<file path="src/rtl/vend_pkg.sv">
// Shared coin definitions and FSM state encoding for the change-return path.
package vend_pkg;

  localparam int DOLLAR_CENTS  = 100;
  localparam int QUARTER_CENTS = 25;
  localparam int DIME_CENTS    = 10;

  typedef enum logic [1:0] {NONE, DOLLAR, QUARTER, DIME} coin_t;

  typedef enum logic [1:0] {IDLE, SEL, REQ, REL} disp_state_t;

  // Request bits are ordered {dollar, quarter, dime}.
  function automatic logic [2:0] coin_onehot(input coin_t c);
    logic [2:0] oh;
    oh = 3'b000;
    case (c)
      DOLLAR:  oh = 3'b100;
      QUARTER: oh = 3'b010;
      DIME:    oh = 3'b001;
      default: oh = 3'b000;
    endcase
    return oh;
  endfunction

endpackage

</file>
<file path="src/rtl/coin_select.sv">
// Combinational coin choice: largest coin that does not strand a 5 or 15 cent residue.
module coin_select
  import vend_pkg::*;
#(
  parameter int CENT_W = 12
) (
  input  logic [CENT_W-1:0] rem,
  output coin_t             coin
);

  function automatic logic fits(input logic [CENT_W-1:0] r, input logic [CENT_W-1:0] v);
    logic [CENT_W-1:0] left;
    left = r - v;
    return (r >= v) && (left != CENT_W'(5)) && (left != CENT_W'(15));
  endfunction

  always_comb begin
    coin = NONE;
    if (fits(rem, CENT_W'(DOLLAR_CENTS)))
      coin = DOLLAR;
    else if (fits(rem, CENT_W'(QUARTER_CENTS)))
      coin = QUARTER;
    else if (fits(rem, CENT_W'(DIME_CENTS)))
      coin = DIME;
  end

endmodule

</file>
<file path="src/rtl/change_dispense_ctrl.sv">
// Change-return sequencer: drives the coin hopper one coin at a time over req/ack
// and reports done/err, remaining cents and per-coin counts.
//
// state | meaning
// IDLE  | waiting for start; outputs hold the last job's results
// SEL   | pick next coin, or finish with done/err
// REQ   | coin request held until the hopper acks
// REL   | waiting for the hopper to release ack
module change_dispense_ctrl
  import vend_pkg::*;
#(
  parameter int CENT_W      = 12,
  parameter int TIMEOUT_CYC = 1000
) (
  input  logic              clk,
  input  logic              rst_n,
  input  logic              start,
  input  logic [CENT_W-1:0] amount,
  input  logic              disp_ack,
  output logic              disp_dollar,
  output logic              disp_quarter,
  output logic              disp_dime,
  output logic              busy,
  output logic              done,
  output logic              err,
  output logic [CENT_W-1:0] rem,
  output logic [CENT_W-1:0] n_dollar,
  output logic [CENT_W-1:0] n_quarter,
  output logic [CENT_W-1:0] n_dime
);

  localparam int TMR_W = (TIMEOUT_CYC > 1) ? $clog2(TIMEOUT_CYC) : 1;
  localparam logic [TMR_W-1:0] TMR_LOAD = TMR_W'(TIMEOUT_CYC - 1);

  disp_state_t       state_q, state_d;
  logic [2:0]        req_q, req_d;
  logic [TMR_W-1:0]  timer_q, timer_d;
  logic [CENT_W-1:0] rem_d, n_dollar_d, n_quarter_d, n_dime_d;
  logic [CENT_W-1:0] req_cents;
  logic              done_d, err_d, busy_d;
  coin_t             sel_coin;

  coin_select #(.CENT_W(CENT_W)) u_coin_select (
    .rem  (rem),
    .coin (sel_coin)
  );

  always_comb begin
    req_cents = '0;
    if (req_q[2])      req_cents = CENT_W'(DOLLAR_CENTS);
    else if (req_q[1]) req_cents = CENT_W'(QUARTER_CENTS);
    else if (req_q[0]) req_cents = CENT_W'(DIME_CENTS);
  end

  always_comb begin
    state_d     = state_q;
    req_d       = req_q;
    timer_d     = timer_q;
    rem_d       = rem;
    n_dollar_d  = n_dollar;
    n_quarter_d = n_quarter;
    n_dime_d    = n_dime;
    done_d      = 1'b0;
    err_d       = 1'b0;
    case (state_q)
      IDLE: begin
        if (start) begin
          rem_d       = amount;
          n_dollar_d  = '0;
          n_quarter_d = '0;
          n_dime_d    = '0;
          timer_d     = TMR_LOAD;
          state_d     = SEL;
        end
      end
      SEL: begin
        if (rem == '0) begin
          done_d  = 1'b1;
          state_d = IDLE;
        end else if (sel_coin == NONE) begin
          err_d   = 1'b1;
          state_d = IDLE;
        end else begin
          req_d   = coin_onehot(sel_coin);
          timer_d = TMR_LOAD;
          state_d = REQ;
        end
      end
      REQ: begin
        // An ack on the terminal cycle still wins over the timeout.
        if (disp_ack) begin
          req_d   = 3'b000;
          rem_d   = rem - req_cents;
          timer_d = TMR_LOAD;
          state_d = REL;
          if (req_q[2])      n_dollar_d  = n_dollar + 1'b1;
          else if (req_q[1]) n_quarter_d = n_quarter + 1'b1;
          else if (req_q[0]) n_dime_d    = n_dime + 1'b1;
        end else if (timer_q == '0) begin
          req_d   = 3'b000;
          err_d   = 1'b1;
          state_d = IDLE;
        end else begin
          timer_d = timer_q - 1'b1;
        end
      end
      REL: begin
        if (!disp_ack) begin
          state_d = SEL;
        end else if (timer_q == '0) begin
          err_d   = 1'b1;
          state_d = IDLE;
        end else begin
          timer_d = timer_q - 1'b1;
        end
      end
      default: state_d = IDLE;
    endcase
    busy_d = (state_d != IDLE);
  end

  always_ff @(posedge clk) begin
    if (!rst_n) begin
      state_q   <= IDLE;
      req_q     <= 3'b000;
      timer_q   <= '0;
      rem       <= '0;
      n_dollar  <= '0;
      n_quarter <= '0;
      n_dime    <= '0;
      done      <= 1'b0;
      err       <= 1'b0;
      busy      <= 1'b0;
    end else begin
      state_q   <= state_d;
      req_q     <= req_d;
      timer_q   <= timer_d;
      rem       <= rem_d;
      n_dollar  <= n_dollar_d;
      n_quarter <= n_quarter_d;
      n_dime    <= n_dime_d;
      done      <= done_d;
      err       <= err_d;
      busy      <= busy_d;
    end
  end

  assign disp_dollar  = req_q[2];
  assign disp_quarter = req_q[1];
  assign disp_dime    = req_q[0];

endmodule
</file>
<file path="config.mk">
export PLATFORM = sky130hd
export DESIGN_NAME = change_dispense_ctrl
export DESIGN_NICKNAME = d
export VERILOG_FILES = /design/src/rtl/vend_pkg.sv /design/src/rtl/coin_select.sv /design/src/rtl/change_dispense_ctrl.sv
export SDC_FILE = /design/constraint.sdc
export NUM_CORES = 1
export LEC_CHECK = 0
export BUFFER_PORTS_ARGS = -buffer_cell sky130_fd_sc_hd__buf_2
export CAP_MARGIN = 5
export CORE_MARGIN = 2
export CORE_UTILIZATION = 57
export DETAILED_ROUTE_END_ITERATION = 16
export PLACE_DENSITY = 0.81
export SYNTH_ARGS = -nofsm -noshare
export SYNTH_HDL_FRONTEND = slang
export SYNTH_SLANG_ARGS = --single-unit
</file>
<file path="constraint.sdc">
create_clock -name clk -period 7.15 [get_ports clk]
set_input_delay 0.715 -clock clk [delete_from_list [all_inputs] [get_ports clk]]
set_output_delay 0.715 -clock clk [all_outputs]
set_load 0.02 [all_outputs]
</file>
==> results of run 1 <==
[logic make-up (layout without fill, tap and decap cells)]
kind of cell             count (synthesis)  after routing  share of synthesized area
AND/OR/NAND/NOR                        223            223                      0.294
flip-flops                              66             66                      0.338
multiplexers                             7              7                     0.0183
XOR/XNOR                                25             25                     0.0561
AO/OA/AOI/OAI                          106            106                      0.195
adder cells (fa/ha/maj)                 15             15                     0.0500
buffers and inverters                   47            107                     0.0490
[report_power, final]
part           leakage [nW]  total [mW]  switching (mW)  internal (mW)
sequential            0.538       0.516          0.0954          0.421
combinational          1.25       0.594           0.362          0.232
clock                 0.109       0.359           0.152          0.206
total                  1.90        1.47           0.610          0.859
[stage by stage]
stage	hold slack [ns]	area, sq um	total power, mW	util
final	0.498	4470	1.47	0.665
after global routing	0.532	4470	1.57	0.665
after CTS	0.501	4470	1.47	0.665
after detailed placement	0.484	4240	1.11	0.631
after global placement	0.475	4240	1.09	0.631
after floorplan	0.466	3910	0.976	-
[cell type report]
type | instances | area share
Clock inverter | 6 | 0.0199
Multi-Input combinational cell | 376 | 0.536
Timing Repair Buffer | 69 | 0.0773
Sequential cell | 66 | 0.296
Tap cell | 80 | 0.0224
Clock buffer | 10 | 0.0308
Inverter | 22 | 0.0185
[metal layers]
metal  share of wire  wire (um)  vias up  track usage
met5               0          0        -            0
met3           0.055        525       10       0.0590
li1                -          -     1863            -
met2            0.49       4600      115        0.421
met4           0.011        108        0       0.0909
met1            0.45       4250     1787        0.327
[state kept, by name (all words and copies together) (netlist names)]
name       count
state_q        2
n_dime        12
done           1
err            1
req_q          3
busy           1
rem           12
timer_q       10
n_quarter     12
n_dollar      12
[worst min-delay path by stage]
stage	cells after the start	startpoint	to
global route	1	timer_q[8]	timer_q[8]
floorplan	2	timer_q[0]	timer_q[0]
global placement	2	n_quarter[7]	n_quarter[7]
finish	2	n_quarter[7]	n_quarter[7]
detailed placement	1	timer_q[8]	timer_q[8]
CTS	1	timer_q[8]	timer_q[8]
[cells in the final DEF, fill, tap and decap left out, drive strengths merged, types with 7 or more instances in the layout]
cell type and n:
a211oi 9, a21oi 22, a31oi 7, and3 12, buf 69, clkbuf 10, dfxtp 66, ha 14
inv 23, nand2 48, nand3 14, nand4 13, nor2 67, nor2b 8, nor3 16, o21ai 20
or3 10, xor2 19
[worst register-to-register path, stage by stage (launching register included)]
cell and delay [ns]:
dfxtp_1 0.55, inv_1 0.21, ha_1 0.31, or3b_1 0.36, and3_1 0.19, o31ai_1 0.24, a21o_1 0.22, a31oi_4 0.22
and2_4 0.27, a311oi_2 0.26
==> run summary, run 1 <==
P per Cell Area - 329 nW/um^2
Status - finished clean
Total Negative Setup Slacks - 0 ns
CP Buf/Inv Count - 1
Ys flop type - dfxtp_1
Reg2reg start - rem[1]
Site Rows - 30
Dpl cells - 613
Post-DR wirelength/cell - 15.1 um
Setup crit end kind - flop
Final worst setup slack - 4.24 ns
Die span in y - 86.8 um
# fillers - 575
Total GRT Usage - 0.256
Layout cells sized above 1 - 0.184
R2R Setup Slk - 4.24 ns
Synth async-reset ratio - 0
Lkg Pwr - 1.90 nW
Setup bufs post-CTS - 0
CP cell instances - inv_1 -> ha_1 -> or3b_1 -> and3_1 -> o31ai_1 -> a21o_1 -> a31oi_4 -> and2_4 -> a311oi_2
Clk root buf - clkbuf_8
R2R Path End - timer_q[1]
DR pass1 iterations - 5
Register area - 1320 sq um
CTS Buffer Depth - 2
Largest fanout on the critical path - 18
Post-Place Worst Slack - 4.24 ns
Final wirelength - 9480 um
Non-Filler Instances - 629
Global-route wire length before repair - 15400 um
Iter 0 DRT Violations - 189
Clk sinks - 66
Yosys cell types - 72
Syn Area/Cell - 7.99 sq um
Die footprint - 7530 sq um
Arrival time at the worst endpoint - 3.16 ns
Worst-margin pin slew - 0.988 ns
Synth Warn # - 0
Launch point of the worst path - rem[1]
Fin crit share - 0.407
Max-cap violations - 0
Largest net degree at the start of global routing - 31
Yosys reg bits - 66
Worst Path Required - 7.40 ns
Multi-input logic area - 2390 sq um
Reg clk slew, reported paths - 0.07 ns
Endpoints failing setup - 0
Yosys top cell area share - 0.338
Remaining DRCs - 0
Final Hold Viols - 0
Final net count - 575
Final Slew Violations - 0
Detailed placement HPWL - 6700 um
VDD IR max - 0.147 mV
RePlAce Congestion - 0.856
Initial antenna violation count - 0
Max_slew headroom - 0.340
Slowest stage cell, crit path - dfxtp_1
Cell Area, Synth - 3910 sq um
Most frequent cell after synthesis - nor2_1
R2R depth - 9
Chip width - 86.8 um
RSZ-0062 raised after global routing - no
Top post-synthesis cells by count - 67 x nor2_1, 66 x dfxtp_1, 48 x nand2_1
Number of I/O port buffers - 69
Core Region - 6720 sq um
Post-Syn Instances - 489
Number of flops mapped to enable cells by yosys - 0
Min cycle time layout - 2.91 ns
Post-CTS sizing - 0
Clock Latency Late Sink - 0.34 ns
Total CTS buffers - 9
Critical path type - reg2reg
Sequential fraction of the synthesis area - 0.338
Min-Delay Path Class - reg2reg
Stages on worst setup path - 9
Global route overflow - 0
Via count - 3775
Largest area contributor in the netlist - dfxtp_1
# H-tree levels - 3
Hold-fix buffers, CTS - 0
Max Clock Skew - 0.00798 ns
Startpoint class of the critical path - flop
TritonCTS clock tree - done
Vias in the first global route - 3372
Fmax - 0.344 GHz
Syn Nets - 520
Crit path largest cell delay - 0.55 ns
Post-route ant nets - 0
DR vias/cell - 6.00
Largest cells by area after synthesis - dfxtp_1 34%, nor2_1 6.4%, nand2_1 4.6%
Layout area overhead - 14.4%
# diodes - 0
CP delay by family, top - compound AO/OA/AOI/OAI gates
# IOs - 70
Worst Setup EP - timer_q[1]
Starting Density - 0.581
(Power assumes the default switching activity.)
==> inputs of run 2 (changes only) <==
--- a/config.mk
+++ b/config.mk
@@ -8,9 +8,9 @@
 export BUFFER_PORTS_ARGS = -buffer_cell sky130_fd_sc_hd__buf_2
 export CAP_MARGIN = 5
 export CORE_MARGIN = 2
-export CORE_UTILIZATION = 57
+export CORE_UTILIZATION = 56
 export DETAILED_ROUTE_END_ITERATION = 16
-export PLACE_DENSITY = 0.81
+export PLACE_DENSITY = 0.8
 export SYNTH_ARGS = -nofsm -noshare
 export SYNTH_HDL_FRONTEND = slang
 export SYNTH_SLANG_ARGS = --single-unit
==> constraint.sdc (replaced) <==
create_clock -name clk -period 2.7 [get_ports clk]
set_input_delay 0.27 -clock clk [delete_from_list [all_inputs] [get_ports clk]]
set_output_delay 0.27 -clock clk [all_outputs]
set_load 0.02 [all_outputs]
==> run 2 against run 1 <==
Flip-flop and latch count stayed put. Via count is 1.0% higher. Clock power is 140% higher. Wire length is 0.13% higher. First-iteration DRC count did not move. Register-to-register slack lost 4.2 ns. Global-route usage shrank 0.23 points. Critical path type unchanged. Highest routed layer unchanged.
==> run summary, run 2 (same netlist as run 1, synthesis figures left out) <==
Status - finished clean
Max-cap violations - 0
Clock power frac - 0.215
Max_slew headroom - 0.617
Flop pwr share - 0.336
Remaining DRCs - 0
Die footprint - 7660 sq um
Clk sinks - 66
Via count - 3813
Reg clk slew, reported paths - 0.08 ns
Site Rows - 30
Layout area overhead - 17.6%
Dpl cells - 629
Detailed placement HPWL - 6800 um
Stages on worst setup path - 9
Launch point of the worst path - req_q[1]
Final instance area - 4590 sq um
Chip width - 87.5 um
DR pass1 iterations - 4
Number of I/O port buffers - 69
DR vias/cell - 5.90
# diodes - 0
Post-placement cell area - 4360 sq um
Max Clock Skew - 0.00742 ns
Final wirelength - 9490 um
Largest net degree at the start of global routing - 31
CTS Buffer Depth - 2
Die span in y - 87.5 um
Layout cells sized above 1 - 0.217
CP delay by family, top - compound AO/OA/AOI/OAI gates
Most frequent cells in the layout - 69 x buf_2, 67 x nor2_1, 63 x dfxtp_1, 48 x nand2_1, 22 x inv_1
Slowest stage cell, crit path - or3b_4
R2R Path End - rem[9]
Setup crit end kind - flop
Clk root buf - clkbuf_8
Min cycle time layout - 2.64 ns
Most common cell after layout, fill and taps aside - buf_2
Logic gate share of total power - 0.449
Post-DR wirelength/cell - 14.7 um
Arrival time at the worst endpoint - 2.88 ns
Starting Density - 0.578
P_int - 2.27 mW
Worst-margin pin slew - 0.573 ns
Reg2reg start - req_q[1]
Crit path largest cell delay - 0.42 ns
VDD IR max - 0.449 mV
R2R Setup Slk - 0.06 ns
Sw Ratio - 0.423
Global route overflow - 0
Startpoint class of the critical path - flop
CP cell instances - or3b_4 -> ha_4 -> nor2b_1 -> o21ai_1 -> a21oi_1 -> o21a_1 -> o41a_1 -> o311a_1 -> o31a_1
Initial antenna violation count - 0
Core Region - 6760 sq um
Final net count - 592
RePlAce Congestion - 0.880
# IOs - 70
Critical path type - reg2reg
Total GRT Usage - 0.253
CP Buf/Inv Count - 0
Vias in the first global route - 3484
Final Hold Viols - 0
Worst Path Required - 2.94 ns
Psw - 1.67 mW
Final Slew Violations - 0
R2R depth - 9
Iter 0 DRT Violations - 189
Fin crit share - 0.980
Endpoints failing setup - 0
# H-tree levels - 3
Min-Delay Path Class - in2reg
P per Cell Area - 858 nW/um^2
Global-route wire length before repair - 15600 um
Post-route ant nets - 0
Largest fanout on the critical path - 6
TritonCTS clock tree - done
Clock Latency Late Sink - 0.34 ns
Fmax - 0.378 GHz
Worst Setup EP - rem[9]
Lkg Pwr - 1.98 nW
Non-Filler Instances - 646
Total CTS buffers - 9
Design Power - 3.94 mW
[run 2: per-layer routing]
metal  vias to the layer above  wire [um]  global-route usage
met3                        12        436              0.0464
met5                         -          0                   0
met4                         0         97              0.0727
met2                       114       4420               0.420
li1                       1907          -                   -
met1                      1780       4540               0.338
[run 2: final cells by class]
cell class                      count  area (sq um)
Multi-Input combinational cell    376          2410
Fill cell                         580          2160
Sequential cell                    66          1330
Timing Repair Buffer               86           473
Clock buffer                        9           124
Tap cell                           80           100
Inverter                           22          82.6
Clock inverter                      7          76.3
[run 2: what timing repair did]
| action | CTS | global route |
|---|---|---|
| hold buffers | 0 | 0 |
| gates resized for setup | 0 | 6 |
| endpoints found under the setup margin | 0 | 8 |
| setup buffers | 0 | 1 |
[run 2: power groups by stage]
stage / logic (mW) / registers [mW] / clock network (mW)
finish: 1.77 / 1.32 / 0.846
CTS: 1.71 / 1.32 / 0.860
global placement: 1.66 / 1.33 / 0
global route: 1.95 / 1.35 / 0.909
floorplan: 1.24 / 1.34 / 0
detailed placement: 1.70 / 1.34 / 0
[run 2: worst min path at each step]
stage / from / end / slack, ns / cells past startpoint
final: amount[11] / rem[11] / 0.20 / 3
after detailed placement: n_quarter[11] / n_quarter[11] / 0.50 / 2
after floorplan: amount[11] / rem[11] / 0.43 / 2
after CTS: amount[11] / rem[11] / 0.19 / 3
after global routing: amount[11] / rem[11] / 0.19 / 3
after global placement: n_quarter[7] / n_quarter[7] / 0.47 / 2
[run 2: through the flow]
step	util	hold WS (ns)	TNS [ns]	worst slack, ns
3_5_place_dp	0.646	0.498	0	0.0748
6_report	0.680	0.199	0	0.0550
2_1_floorplan	-	0.430	0	0.00428
5_1_grt	0.680	0.190	-0.0266	-0.0266
4_1_cts	0.675	0.190	0	0.0643
3_3_place_gp	0.646	0.474	0	0.125
[run 2: worst register-to-register path, delay by kind of cell, from the launching register on]
| family | cells | cell delay, ns |
|---|---|---|
| flip-flops | 1 | 0.32 |
| AND/OR/NAND/NOR | 2 | 0.54 |
| AO/OA/AOI/OAI | 6 | 1.45 |
| adder cells (fa/ha/maj) | 1 | 0.22 |
==> inputs of run 3 (changes only) <==
--- a/config.mk
+++ b/config.mk
@@ -8,9 +8,10 @@
 export BUFFER_PORTS_ARGS = -buffer_cell sky130_fd_sc_hd__buf_2
 export CAP_MARGIN = 5
 export CORE_MARGIN = 2
-export CORE_UTILIZATION = 56
+export CORE_UTILIZATION = 57
+export CTS_BUF_LIST = sky130_fd_sc_hd__clkbuf_8
 export DETAILED_ROUTE_END_ITERATION = 16
-export PLACE_DENSITY = 0.8
+export PLACE_DENSITY = 0.81
 export SYNTH_ARGS = -nofsm -noshare
 export SYNTH_HDL_FRONTEND = slang
 export SYNTH_SLANG_ARGS = --single-unit
==> run 3 against run 2 <==
Register-to-register slack about the same. First-iteration DRC count up 30%. Sequential share of layout area down 0.29 points. Total power up 5.5%. Setup slack better by 0.014 ns. Global-route usage up 0.71 points. Sequential power about the same. Critical path depth unchanged. Final area up 1.1%. Cell count down 0.15%. Worst hold slack better by 0.020 ns. Critical path type unchanged. Clock-buffer cell count unchanged.
==> run summary, run 3 (same netlist as run 1, synthesis figures left out) <==
Status - finished clean
Post-route ant nets - 0
Final Hold Viols - 0
Starting Density - 0.581
Max Clock Skew - 0.00825 ns
# H-tree levels - 3
Worst Path Required - 2.97 ns
Core Region - 6720 sq um
TritonCTS clock tree - done
Clk root buf - clkbuf_8
Clk sinks - 66
Critical path type - reg2reg
Design Power - 4.16 mW
Final wirelength - 9760 um
RePlAce Congestion - 0.917
Remaining DRCs - 0
R2R depth - 9
Min-Delay Endpoint - rem[6]
Final net count - 591
R2R Path End - rem[11]
Final worst setup slack - 0.0689 ns
Via count - 3877
# IOs - 70
VDD IR max - 0.449 mV
Lkg Pwr - 2.00 nW
Iter 0 DRT Violations - 245
Fin crit share - 0.974
Max-cap violations - 0
Flop pwr share - 0.320
Post-Place Worst Slack - 0.0325 ns
Min-Delay Path Class - in2reg
Clock Latency Late Sink - 0.35 ns
Min cycle time layout - 2.63 ns
Chip width - 86.8 um
DR pass1 iterations - 5
Final Slew Violations - 0
R2R Setup Slk - 0.07 ns
P per Cell Area - 895 nW/um^2
Worst-margin pin slew - 0.688 ns
Startpoint class of the critical path - flop
Vias in the first global route - 3452
Detailed placement HPWL - 6940 um
CTS Buffer Depth - 2
Hold Startpoint - amount[6]
Layout area overhead - 18.9%
Sw Ratio - 0.407
Layout cells sized above 1 - 0.223
Endpoints failing setup - 0
# diodes - 0
Depth of the worst hold-timing path - 3
Dpl cells - 628
Psw - 1.69 mW
Setup crit end kind - flop
Die span in y - 86.8 um
P_int - 2.46 mW
Reg2reg start - req_q[1]
Max_slew headroom - 0.540
Most common cell after layout, fill and taps aside - buf_2
Global-route wire length before repair - 15900 um
Arrival time at the worst endpoint - 2.90 ns
Hold-fix buffers, CTS - 0
Reg clk slew, reported paths - 0.08 ns
Hold Slack - 0.220 ns
Logic gate share of total power - 0.430
Initial antenna violation count - 0
Fmax - 0.380 GHz
Clock power frac - 0.250
Largest fanout on the critical path - 6
Die footprint - 7530 sq um
Total GRT Usage - 0.261
Global route overflow - 0
Largest net degree at the start of global routing - 26
Number of I/O port buffers - 69
Total CTS buffers - 9
Post-DR wirelength/cell - 15.1 um
Non-Filler Instances - 645
Most frequent cells in the layout - 69 x buf_2, 67 x nor2_1, 62 x dfxtp_1, 48 x nand2_1, 22 x inv_1
Site Rows - 30
DR vias/cell - 6.01
run 3: cell count changes in the layout (fill, tap and decap cells not counted):
cell | previous run | this run
a21oi_2 | 1 | 2
dfxtp_2 | 3 | 4
nor2b_2 | 0 | 1
clkinvlp_4 | 2 | 1
a21oi_1 | 21 | 20
bufinv_16 | 1 | 3
dfxtp_1 | 63 | 62
o21ai_1 | 2 | 1
buf_4 | 17 | 16
nor2b_1 | 8 | 7
clkinv_2 | 1 | 0
o21ai_2 | 0 | 1
run 3: worst max path at each step:
stage                         from         end  slack (ns)  cells past startpoint
final                     req_q[1]     rem[11]        0.07                      9
after global routing      req_q[2]     rem[10]       -0.02                     12
after CTS                 req_q[1]      rem[7]        0.02                      9
after detailed placement  req_q[1]     rem[11]        0.03                      9
after global placement    req_q[1]      rem[9]        0.13                      9
after floorplan             rem[1]  timer_q[1]       0.004                     11
run 3: worst max-delay path: stages (launching register included):
cell     delay [ns]
dfxtp_2        0.34
or3b_4         0.43
ha_4           0.22
nor2b_2        0.15
o21ai_2        0.14
a21oi_2        0.08
o21a_1         0.20
o41a_1         0.39
or4_1          0.44
a31oi_1        0.17
run 3: timing repair:
item,4_1_cts,5_1_grt
endpoints found under the hold margin,0,0
resized for setup,0,10
setup buffers,0,1
setup endpoints to repair,0,11
run 3: per-stage QoR:
step                      setup TNS (ns)   util  instance area [sq um]
after floorplan                        0      -                   3910
final                                  0  0.691                   4640
after global routing             -0.0325  0.691                   4640
after CTS                              0  0.685                   4600
after detailed placement               0  0.648                   4360
after global placement                 0  0.648                   4360
run 3: area by class of cell:
| cell class | instances | area, sq um |
|---|---|---|
| Multi-Input combinational cell | 376 | 2420 |
| Clock inverter | 7 | 124 |
| Timing Repair Buffer | 85 | 465 |
| Inverter | 22 | 82.6 |
| Tap cell | 80 | 100 |
| Fill cell | 539 | 2080 |
| Sequential cell | 66 | 1330 |
| Clock buffer | 9 | 124 |
run 3: metal layers:
layer  part of all wire  GRT usage  wire (um)  up-vias
li1                   -          -          -     1896
met1               0.46      0.349       4510     1834
met2               0.47      0.416       4570      129
met3              0.048     0.0381        467       18
met4              0.021      0.116        206        0
met5                  0          0          0        -
run 3: power groups by stage:
stage	sequential, mW	combinational [mW]	clock (mW)
4_1_cts	1.32	1.69	1.05
6_report	1.33	1.79	1.04
3_3_place_gp	1.33	1.64	0
2_1_floorplan	1.34	1.24	0
5_1_grt	1.36	1.96	1.10
3_5_place_dp	1.34	1.68	0
